<file path="config.mk">
export PLATFORM = sky130hd
export DESIGN_NAME = delay_timer
export DESIGN_NICKNAME = d
export VERILOG_FILES = /design/src/rtl/delay_timer.sv
export SDC_FILE = /design/constraint.sdc
export NUM_CORES = 1
export LEC_CHECK = 0
export CORE_ASPECT_RATIO = 1.2
export CORE_MARGIN = 10
export CORE_UTILIZATION = 47
export DETAILED_ROUTE_END_ITERATION = 6
export GPL_TIMING_DRIVEN = 0
export PLACE_DENSITY = 0.89
export SYNTH_ARGS = -nofsm -noshare
export SYNTH_HDL_FRONTEND = slang
export SYNTH_SLANG_ARGS = --single-unit
</file>
<file path="constraint.sdc">
create_clock -name clk -period 3.3 [get_ports clk]
set_input_delay 0.99 -clock clk [delete_from_list [all_inputs] [get_ports clk]]
set_output_delay 0.99 -clock clk [all_outputs]
set_load 0.01 [all_outputs]
</file>
<file path="src/rtl/delay_timer.sv">
// delay_timer -- bank of independent one-shot / auto-reload delay timers.
//
// Each channel is a two-state FSM (IDLE, RUN). A start latches the channel's
// delay value D into a private limit register and clears the count. While
// running, the count advances once per unfrozen cycle. When it reaches the
// limit, the channel emits a one-cycle pass pulse and clears the count. The
// pulse therefore appears D+1 unfrozen cycles after the start.
//
// Optional feature (compile-time macro DELAY_TIMER_AUTORELOAD_EN):
//   When defined, a channel whose periodic bit is set at expiry stays in RUN
//   and starts the next period. When undefined, periodic is ignored and
//   every expiry returns the channel to IDLE.
//
// Parameters:
//   WIDTH     counter / delay width per channel
//   CHANNELS  number of independent channels
//
// Ports:
//   clk       rising-edge clock
//   rst_n     synchronous active-low reset
//   start     per-channel (re)start request
//   delay     per-channel delay values; channel c uses [c*WIDTH +: WIDTH]
//   abort     per-channel cancel; takes priority over start
//   periodic  per-channel auto-reload request (macro-dependent)
//   hold      global freeze of counting; start/abort still act
//   busy      per-channel, high while in RUN
//   pass      per-channel one-cycle expiry pulse (registered)
//   count     per-channel current count, same packing as delay
module delay_timer #(
  parameter int WIDTH    = 3,
  parameter int CHANNELS = 2
) (
  input  logic                      clk,
  input  logic                      rst_n,
  input  logic [CHANNELS-1:0]       start,
  input  logic [CHANNELS*WIDTH-1:0] delay,
  input  logic [CHANNELS-1:0]       abort,
  input  logic [CHANNELS-1:0]       periodic,
  input  logic                      hold,
  output logic [CHANNELS-1:0]       busy,
  output logic [CHANNELS-1:0]       pass,
  output logic [CHANNELS*WIDTH-1:0] count
);

  typedef enum logic {
    IDLE = 1'b0,
    RUN  = 1'b1
  } state_t;

  state_t                state_q [CHANNELS];
  state_t                state_d [CHANNELS];
  logic [WIDTH-1:0]      limit_q [CHANNELS];
  logic [WIDTH-1:0]      limit_d [CHANNELS];
  logic [WIDTH-1:0]      cnt_q   [CHANNELS];
  logic [WIDTH-1:0]      cnt_d   [CHANNELS];
  logic [CHANNELS-1:0]   pass_q;
  logic [CHANNELS-1:0]   pass_d;
  logic [CHANNELS-1:0]   reload;

`ifdef DELAY_TIMER_AUTORELOAD_EN
  assign reload = periodic;
`else
  // periodic has no function in this build; fold it into a sink so the
  // port stays in the interface without an undriven/unused warning.
  logic unused_periodic;
  assign unused_periodic = ^periodic;
  assign reload          = '0;
`endif

  // Next-state logic. Per-channel priority: abort > start > hold > counting.
  always_comb begin
    for (int c = 0; c < CHANNELS; c++) begin
      state_d[c] = state_q[c];
      limit_d[c] = limit_q[c];
      cnt_d[c]   = cnt_q[c];
      pass_d[c]  = 1'b0;

      if (abort[c]) begin
        // In IDLE the count is already zero, so this is a no-op there.
        state_d[c] = IDLE;
        cnt_d[c]   = '0;
      end else if (start[c]) begin
        // Restart from RUN suppresses any expiry due this cycle.
        state_d[c] = RUN;
        limit_d[c] = delay[c*WIDTH +: WIDTH];
        cnt_d[c]   = '0;
      end else if (state_q[c] == RUN && !hold) begin
        if (cnt_q[c] != limit_q[c]) begin
          cnt_d[c] = cnt_q[c] + WIDTH'(1);
        end else begin
          pass_d[c] = 1'b1;
          cnt_d[c]  = '0;
          if (!reload[c]) begin
            state_d[c] = IDLE;
          end
        end
      end
    end
  end

  // State register.
  always_ff @(posedge clk) begin
    if (!rst_n) begin
      for (int c = 0; c < CHANNELS; c++) begin
        state_q[c] <= IDLE;
        limit_q[c] <= '0;
        cnt_q[c]   <= '0;
      end
      pass_q <= '0;
    end else begin
      for (int c = 0; c < CHANNELS; c++) begin
        state_q[c] <= state_d[c];
        limit_q[c] <= limit_d[c];
        cnt_q[c]   <= cnt_d[c];
      end
      pass_q <= pass_d;
    end
  end

  for (genvar g = 0; g < CHANNELS; g++) begin : g_out
    assign busy[g]                  = (state_q[g] == RUN);
    assign count[g*WIDTH +: WIDTH]  = cnt_q[g];
  end

  assign pass = pass_q;

endmodule

</file>
==> summary.md, run 1 <==
| Metric | Value |
|---|---|
| Hold_ws | `0.528 ns` |
| Post-route ant nets | `0` |
| CTS tree | `built` |
| Final min period | `2.34 ns` |
| Sequential fraction of the synthesis area | `0.419` |
| Post-synth cell types | `22` |
| Worst Hold Depth | `2` |
| Vias per inst | `5.67` |
| Core ar. | `1480 um2` |
| CTS Hold Bufs | `0` |
| Starting DRC count in detailed routing | `8` |
| Crit path arrival time | `2.57 ns` |
| F_max | `0.427 GHz` |
| Worst-case clock buffer depth | `2` |
| Routed WL | `1830 um` |
| CTS H-Tree Depth | `1` |
| Final HPWL DP | `1460 um` |
| R2r endpoint | `cnt_q[0][2]` |
| Global-route wire length before repair | `3040 um` |
| Reg-to-reg setup timing slack | `2.06 ns` |
| Layout cell share with drive strength beyond 1 | `0.0472` |
| Die Ht | `64.2 um` |
| Ant. Diodes | `0` |
| Hold EP | `cnt_q[0][1]` |
| Total nets after synthesis | `97` |
| Setup TNS | `0 ns` |
| Overall Global Routing Usage | `0.100` |
| DRT Pass-1 Iters | `4` |
| Setup Viol. Count Final | `0` |
| Final nets | `124` |
| Area growth, synth to finish | `36.3%` |
| Period Utilization, post-route | `0.709` |
| Power Dens Cells | `367 nW/um2` |
| Initial core utilization | `0.516` |
| Cell count after synthesis | `80` |
| Clk sink count | `16` |
| Routed len/inst | `14.9 um` |
| Worst relative slew slack | `0.584` |
| Die width | `56.8 um` |
| Row cnt | `15` |
| Synthesized area per cell | `9.56 um2` |
| FF-to-FF path depth | `4` |
| Least-Margin Pin Slew | `0.623 ns` |
| Setup CP Type | `in -> reg` |
| Clock slew at reported path FFs | `0.10 ns` |
| Overflow after GRT | `0` |
| Clk root buf | `clkbuf_4` |
| Status | `completed` |
| Hold Startpoint | `cnt_q[0][1]` |
| Vias in the first global route | `708` |
| Worst vdd ir | `0.265 mV` |
| Post-Synthesis Cell Area | `764 um2` |
| GP Congestion | `0.733` |
| Largest net degree at the start of global routing | `11` |
| Die area | `3650 um2` |
| Clock skew | `0.00890 ns` |
| CTS Buf Count | `3` |
| Resized cells post-CTS | `0` |
| Final hold vios | `0` |
| Reg-to-Reg Start | `cnt_q[0][0]` |
| DRC | `0` |
| RSZ-0062 raised after global routing | `false` |
| Initial antenna violation count | `0` |
| HP Class | `reg -> reg` |
| Final core occ | `0.703` |
| PortBufs | `22` |
| Postcts setup bufs | `0` |
| MaxCap Viol Count | `0` |
| Max-slew violation count | `0` |
| Crit path max fanout | `10` |
| Req. time, crit path | `3.53 ns` |
| # IOs | `25` |
| Critical Path End Type | `flip-flop` |
| Crit path from | `rst_n` |
| Synthesized flop and latch total | `16` |
| Via count | `697` |
| Lkg Pwr | `0.391 nW` |
| Later-pin clock latency in the skew report | `0.29 ns` |
| Yosys warning total | `0` |
| Setup crit start kind | `input pin` |
[cell families (layout without fill, tap and decap cells)]
kind of cell / Yosys count / count (layout) / synth area share
simple gates: 37 / 37 / 0.291
xor+xnor: 6 / 6 / 0.0687
buf+inv: 0 / 26 / 0
mux: 8 / 8 / 0.105
compound gates: 11 / 11 / 0.0835
fa+ha+maj: 2 / 2 / 0.0327
flops: 16 / 16 / 0.419
[metrics by stage]
stage	std cells	setup WS, ns	area [um2]	power (mW)
detailed placement	119	0.660	1010	0.254
finish	123	0.959	1040	0.382
global route	123	0.794	1040	0.397
global placement	119	0.699	1010	0.252
floorplan	80	1.39	764	0.229
CTS	123	0.967	1040	0.383
[synth_stat cells (all sizes together)]
cell	instances	area, um2
nand3b	1	7.51
o22ai	1	6.26
or3b	1	11.3
nor2	2	7.51
nor3	3	15.0
o32ai	1	8.76
ha	2	25.0
a21oi	3	15.0
xor2	6	52.6
and3	1	6.26
nand2	4	15.0
nand2b	3	18.8
nor3b	2	15.0
o21ai	5	25.0
or3	1	6.26
nor2b	12	75.1
nor4	3	18.8
nand3	3	15.0
o311ai	1	8.76
mux2i	8	80.1
dfxtp	16	320
nand4bb	1	11.3
[layout by cell type (no fill, tap or decap)]
cell type        instances
o32ai_1                  1
clkdlybuf4s50_1         22
or3_1                    1
a21oi_1                  3
o22ai_1                  1
or3b_4                   1
clkbuf_8                 1
mux2i_1                  8
dfxtp_1                 16
o311ai_0                 1
nor4_1                   3
nor2b_1                 12
nand4bb_1                1
xor2_1                   6
nand3_1                  3
clkbuf_4                 3
nor2_1                   2
and3_1                   1
nand3b_1                 1
nand2b_1                 3
o21ai_0                  5
nor3_1                   3
nand2_1                  4
ha_1                     2
nor3b_1                  2
[layout make-up]
type,instances,area (um2)
tap,17,21.3
multi-input combinational,64,444
fill,119,440
timing repair buffer,22,220
sequential,16,320
clock buffer,4,36.3
[per-layer routing]
metal,track usage,share of wire,vias to the layer above
met5,0,0,-
met1,0.100,0.42,331
met4,0.0441,0.011,0
met3,0.0514,0.090,4
met2,0.170,0.48,20
li1,-,-,342
[state kept, by name (all words and copies together), names as in the netlist]
| name | cells |
|---|---|
| state_q | 2 |
| limit_q | 6 |
| cnt_q | 6 |
| pass | 2 |
[how the worst max path moves through the flow]
stage                        endpoint  slack [ns]
after floorplan           cnt_q[0][0]        1.39
after global placement    cnt_q[0][0]        0.70
after detailed placement  cnt_q[0][0]        0.66
after CTS                 cnt_q[0][0]        0.97
after global routing      cnt_q[0][5]        0.79
final                     cnt_q[0][0]        0.96
[worst max-delay path: stages]
cell	delay, ns
clkdlybuf4s50_1	0.64
or3b_4	0.46
or3_1	0.36
o22ai_1	0.12
[report_power, final]
group | switching (mW) | internal (mW)
Combinational | 0.0200 | 0.0277
Sequential | 0.00419 | 0.198
Clock | 0.0651 | 0.0672
Total | 0.0893 | 0.293
No activity file was read; power rests on OpenSTA's default activity.
==> inputs of run 2 (changes only) <==
--- a/config.mk
+++ b/config.mk
@@ -7,10 +7,10 @@
 export LEC_CHECK = 0
 export CORE_ASPECT_RATIO = 1.2
 export CORE_MARGIN = 10
-export CORE_UTILIZATION = 47
+export CORE_UTILIZATION = 39
 export DETAILED_ROUTE_END_ITERATION = 6
 export GPL_TIMING_DRIVEN = 0
-export PLACE_DENSITY = 0.89
+export PLACE_DENSITY = 0.79
 export SYNTH_ARGS = -nofsm -noshare
 export SYNTH_HDL_FRONTEND = slang
 export SYNTH_SLANG_ARGS = --single-unit
==> constraint.sdc (replaced) <==
create_clock -name clk -period 2 [get_ports clk]
set_input_delay 0.6 -clock clk [delete_from_list [all_inputs] [get_ports clk]]
set_output_delay 0.6 -clock clk [all_outputs]
set_load 0.01 [all_outputs]
==> run 2 against run 1 <==
Effect of this change:
- setup slack worse by 0.88 ns
- die area up 13%
- worst hold slack worse by 0.012 ns
- non-clock buffer count unchanged
- first-iteration DRC count up 88%
- total power up 64%
- sequential share of layout area down 0.29 points
- final cell count up 1.6%
- flip-flop and latch count unchanged
==> summary.md, run 2 (synthesis gave the netlist of run 1 again) <==
| Metric | Value |
|---|---|
| Status | `completed` |
| MaxCap Viol Count | `0 (unchanged)` |
| Leading registers by flop count | `cnt_q x6, limit_q x6` |
| Setup crit start kind | `flip-flop` |
| Routed len/inst | `13.9 um (-6.5%)` |
| Hold Startpoint | `cnt_q[0][1]` |
| RSZ-0062 raised after global routing | `false` |
| CP max-delay cell | `clkdlybuf4s50_1` |
| Clk root buf | `clkbuf_4` |
| Die Ht | `68.5 um (+6.7%)` |
| Post-route ant nets | `0 (unchanged)` |
| Worst Hold Depth | `2 (unchanged)` |
| F_max | `0.521 GHz` |
| CTS Hold Bufs | `0 (unchanged)` |
| Reg-to-Reg Start | `cnt_q[0][3]` |
| Lkg Pwr | `0.402 nW (+2.8%)` |
| Buffers and inverters on the worst path | `1 (unchanged)` |
| HP Class | `reg -> reg` |
| Later-pin clock latency in the skew report | `0.29 ns (about the same)` |
| CTS H-Tree Depth | `1 (unchanged)` |
| Layout cell share with drive strength beyond 1 | `0.0566 (+0.00943)` |
| Critical Path End Type | `output port` |
| Crit path max fanout | `5 (-5)` |
| DP Cell Count | `121 (+1.7%)` |
| Final core occ | `0.569 (-0.134)` |
| Starting DRC count in detailed routing | `15 (+7)` |
| Req. time, crit path | `1.40 ns (-2.13 ns)` |
| Setup CP Type | `reg -> out` |
| Row cnt | `17 (+2)` |
| Vias in the first global route | `691 (-2.4%)` |
| Vias per inst | `5.24 (-7.5%)` |
| Clk sink count | `16 (unchanged)` |
| Clock skew | `0.0131 ns (+0.00420 ns)` |
| Commonest cells after routing, fill and taps aside | `clkdlybuf4s50_1 (21), dfxtp_1 (16), nor2b_1 (12)` |
| Final min period | `1.92 ns` |
| CTS Buf Count | `3 (unchanged)` |
| Crit path max-delay family | `buffers and inverters` |
| Crit path arrival time | `1.32 ns (-1.25 ns)` |
| Cell Chain, Critical Path | `clkdlybuf4s50_1` |
| Die width | `60.4 um (+6.3%)` |
| Setup Viol. Count Final | `0 (unchanged)` |
| DRT Pass-1 Iters | `4 (unchanged)` |
| Routed WL | `1740 um (-5.0%)` |
| DRC | `0 (unchanged)` |
| Clock slew at reported path FFs | `0.10 ns (about the same)` |
| Final nets | `124 (unchanged)` |
| Commonest non-fill, non-tap cell in the layout | `clkdlybuf4s50_1` |
| FF-to-FF path depth | `3 (-1)` |
| Max-slew violation count | `0 (unchanged)` |
| Worst-case clock buffer depth | `2 (unchanged)` |
| Worst relative slew slack | `0.735 (+0.151)` |
| Non-filler cells, final | `125 (+1.6%)` |
| Hold EP | `cnt_q[0][1]` |
| Initial antenna violation count | `0 (unchanged)` |
| Largest net degree at the start of global routing | `11 (unchanged)` |
| Final HPWL DP | `1380 um (-5.3%)` |
| Die area | `4140 um2 (+13%)` |
| Via count | `655 (-6.0%)` |
| Area growth, synth to finish | `37.6%` |
| Final hold vios | `0 (unchanged)` |
| CTS tree | `built` |
| Initial core utilization | `0.413 (-0.102)` |
| PortBufs | `22 (unchanged)` |
| Core ar. | `1850 um2 (+25%)` |
| Overall Global Routing Usage | `0.0904 (-0.00988)` |
| GP Congestion | `0.857 (+17%)` |
| # IOs | `25 (unchanged)` |
| Reg-to-reg setup timing slack | `0.79 ns (-1.27 ns)` |
| Worst vdd ir | `0.515 mV (+94%)` |
| Period Utilization, post-route | `0.959` |
| Global-route wire length before repair | `2900 um (-4.5%)` |
| Overflow after GRT | `0 (unchanged)` |
| Least-Margin Pin Slew | `0.394 ns (-0.228 ns)` |
| Power Dens Cells | `595 nW/um2 (+62%)` |
| Slowest stage delay, CP | `0.59 ns (-0.05 ns)` |
| Ant. Diodes | `0 (unchanged)` |
| R2r endpoint | `cnt_q[0][4]` |
run 2: cell types whose count changed in the layout (fill, tap and decap cells not counted), sizes merged:
cell	before	now
dlymetal6s2s	0	1
clkdlybuf4s50	22	21
run 2: worst max-delay path by stage:
stage / start / cells past startpoint / end
after floorplan: abort[0] / 3 / cnt_q[0][0]
after global placement: rst_n / 4 / cnt_q[0][0]
after detailed placement: rst_n / 4 / cnt_q[0][5]
after CTS: rst_n / 4 / cnt_q[0][5]
after global routing: cnt_q[0][3] / 1 / count[3]
final: cnt_q[0][3] / 1 / count[3]
run 2: repair_timing:
item / in CTS / in global routing
buffers inserted: 0 / 0
endpoints found under the setup margin: 0 / 4
resized for setup: 0 / 2
run 2: per-layer routing:
| metal | GRT usage | up-vias | part of all wire | routed length [um] |
|---|---|---|---|---|
| li1 | - | 341 | - | - |
| met1 | 0.0921 | 293 | 0.42 | 721 |
| met2 | 0.148 | 19 | 0.49 | 851 |
| met3 | 0.0420 | 2 | 0.089 | 155 |
| met4 | 0.0549 | 0 | 0.0052 | 9 |
| met5 | 0 | - | 0 | 0 |
run 2: per-stage QoR:
step | setup slack [ns] | TNS (ns) | area, um2 | hold WS (ns) | power, mW
2_1_floorplan | 0.483 | 0 | 764 | 0.503 | 0.377
3_3_place_gp | -0.239 | -0.903 | 1010 | 0.495 | 0.417
3_5_place_dp | -0.284 | -0.987 | 1010 | 0.507 | 0.419
4_1_cts | 0.0213 | 0 | 1040 | 0.522 | 0.632
5_1_grt | 0.0217 | 0 | 1050 | 0.550 | 0.658
6_report | 0.0811 | 0 | 1050 | 0.516 | 0.626
run 2: cell type report:
type | instances | area, um2
flip-flops and latches | 16 | 320
multi-input cells | 64 | 449
repair buffers | 22 | 223
fillers | 169 | 798
well taps | 19 | 23.8
clock buffers | 4 | 36.3
run 2: where the power goes:
part           internal, mW  switching [mW]  leakage (nW)  total [mW]
Clock                 0.111           0.104        0.0210       0.214
Sequential            0.327         0.00662         0.130       0.333
Combinational        0.0458          0.0327         0.251      0.0785
Total                 0.483           0.143         0.402       0.626
==> inputs of run 3 (changes only) <==
--- a/config.mk
+++ b/config.mk
@@ -6,10 +6,12 @@
 export NUM_CORES = 1
 export LEC_CHECK = 0
 export CORE_ASPECT_RATIO = 1.2
-export CORE_MARGIN = 10
+export CORE_MARGIN = 2
 export CORE_UTILIZATION = 39
 export DETAILED_ROUTE_END_ITERATION = 6
+export GPL_ROUTABILITY_DRIVEN = 0
 export GPL_TIMING_DRIVEN = 0
+export MAX_ROUTING_LAYER = met4
 export PLACE_DENSITY = 0.79
 export SYNTH_ARGS = -nofsm -noshare
 export SYNTH_HDL_FRONTEND = slang
==> run 3 against run 2 <==
Effect of this change:
- worst hold slack worse by 0.0089 ns
- global-route usage up 7.1 points
- clock power down 26%
- final cell count down 0.80%
- setup slack better by 0.035 ns
- clock skew down 0.0095 ns
- wire length down 12%
==> summary.md, run 3 (synthesis gave the netlist of run 1 again) <==
| Metric | Value |
|---|---|
| PortBufs | `22 (unchanged)` |
| Post-route ant nets | `0 (unchanged)` |
| Worst vdd ir | `0.390 mV (-24%)` |
| Postcts setup bufs | `0 (unchanged)` |
| CTS Hold Bufs | `0 (unchanged)` |
| Clk root buf | `clkbuf_4` |
| Routed WL | `1530 um (-12%)` |
| Pwr Total | `570 uW (-8.9%)` |
| Initial core utilization | `0.413 (unchanged)` |
| Worst-case clock buffer depth | `2 (unchanged)` |
| CTS tree | `built` |
| Row cnt | `17 (unchanged)` |
| Worst setup margin | `0.116 ns (+0.0348 ns)` |
| Setup crit start kind | `flip-flop` |
| Status | `completed` |
| Ant. Diodes | `0 (unchanged)` |
| Max-slew violation count | `0 (unchanged)` |
| Final nets | `124 (unchanged)` |
| Post-layout instance area | `1040 um2 (-1.3%)` |
| Least-Margin Pin Slew | `0.377 ns (-0.0179 ns)` |
| Later-pin clock latency in the skew report | `0.27 ns (-0.02 ns)` |
| CTS Buf Count | `3 (unchanged)` |
| Core ar. | `1850 um2 (unchanged)` |
| Critical Path End Type | `output port` |
| Area growth, synth to finish | `35.8%` |
| HP Class | `reg -> reg` |
| Dpl cell area | `1010 um2 (unchanged)` |
| Leading registers by flop count | `cnt_q x6, limit_q x6` |
| Die width | `44.4 um (-26%)` |
| Slowest stage delay, CP | `0.58 ns (about the same)` |
| Initial antenna violation count | `0 (unchanged)` |
| Power Dens Cells | `549 nW/um2 (-7.7%)` |
| Hold_ws | `0.507 ns (-0.00891 ns)` |
| Cell Chain, Critical Path | `clkdlybuf4s50_1` |
| Clock slew at reported path FFs | `0.08 ns (-0.02 ns)` |
| # IOs | `25 (unchanged)` |
| Die Ht | `52.5 um (-23%)` |
| Worst relative slew slack | `0.747 (+0.0120)` |
| Largest net degree at the start of global routing | `11 (unchanged)` |
| Non-filler cells, final | `124 (-0.80%)` |
| RSZ-0062 raised after global routing | `false` |
| Commonest cells after routing, fill and taps aside | `clkdlybuf4s50_1 (21), dfxtp_1 (16), nor2b_1 (12)` |
| Dpl ws | `-0.245 ns (+0.0394 ns)` |
| Buffers and inverters on the worst path | `1 (unchanged)` |
| Layout cell share with drive strength beyond 1 | `0.0476 (-0.00898)` |
| Clk sink count | `16 (unchanged)` |
| Crit path max-delay family | `buffers and inverters` |
| DRC | `0 (unchanged)` |
| Final hold vios | `0 (unchanged)` |
| F_max | `0.531 GHz (+1.8%)` |
| Clock skew | `0.00356 ns (-0.00955 ns)` |
| CTS H-Tree Depth | `1 (unchanged)` |
| Setup CP Type | `reg -> out` |
| CP max-delay cell | `clkdlybuf4s50_1` |
| Crit path arrival time | `1.28 ns (-0.04 ns)` |
| Routed len/inst | `12.4 um (-11%)` |
| Vias in the first global route | `679 (-1.7%)` |
| Period Utilization, post-route | `0.942 (-0.0174)` |
| Via count | `660 (+0.76%)` |
| MaxCap Viol Count | `0 (unchanged)` |
| Req. time, crit path | `1.40 ns (about the same)` |
| Reg-to-reg setup timing slack | `0.72 ns (-0.07 ns)` |
| Overall Global Routing Usage | `0.162 (+0.0711)` |
| Resized cells post-CTS | `0 (unchanged)` |
| Lkg Pwr | `0.395 nW (-1.8%)` |
| Starting DRC count in detailed routing | `6 (-9)` |
| DP Cell Count | `121 (unchanged)` |
| DRT Pass-1 Iters | `4 (unchanged)` |
| Commonest non-fill, non-tap cell in the layout | `clkdlybuf4s50_1` |
| Vias per inst | `5.32 (+1.6%)` |
| Setup TNS | `0 ns (unchanged)` |
| Final HPWL DP | `1200 um (-13%)` |
| Setup Viol. Count Final | `0 (unchanged)` |
| Crit path max fanout | `5 (unchanged)` |
| Final min period | `1.88 ns (-0.0348 ns)` |
| Final core occ | `0.561 (-0.00744)` |
| Overflow after GRT | `0 (unchanged)` |
| Global-route wire length before repair | `2730 um (-5.9%)` |
| Die area | `2330 um2 (-44%)` |
==> run 3: cell count changes in the layout (fill, tap and decap cells not counted) <==
cell	previous run	this run
clkbuf_8	1	0
==> run 3: path summary, 6_finish.rpt <==
path                    start     endpoint  cells past startpoint
setup / recovery  cnt_q[0][3]     count[3]                      1
hold / removal    cnt_q[0][1]  cnt_q[0][1]                      2
setup reg to reg  cnt_q[0][0]  cnt_q[0][2]                      4
hold reg to reg   cnt_q[0][1]  cnt_q[0][1]                      2
==> run 3: per-layer routing <==
layer	GRT usage	wire, um	vias up	share of wire
met2	0.260	768	19	0.50
li1	-	-	340	-
met3	0.0310	60	2	0.039
met5	-	0	-	0
met1	0.182	695	299	0.45
met4	0.101	9	0	0.0059
==> run 3: power breakdown <==
group | total (mW) | switching (mW) | internal, mW | leakage (nW)
clock network | 0.159 | 0.0896 | 0.0697 | 0.0138
registers | 0.333 | 0.00671 | 0.327 | 0.130
logic | 0.0780 | 0.0321 | 0.0458 | 0.251
==> run 3: final cells by class <==
cell class,instances,area (um2)
timing repair buffer,22,223
fill,166,812
tap,19,23.8
clock buffer,3,22.5
sequential,16,320
multi-input combinational,64,449
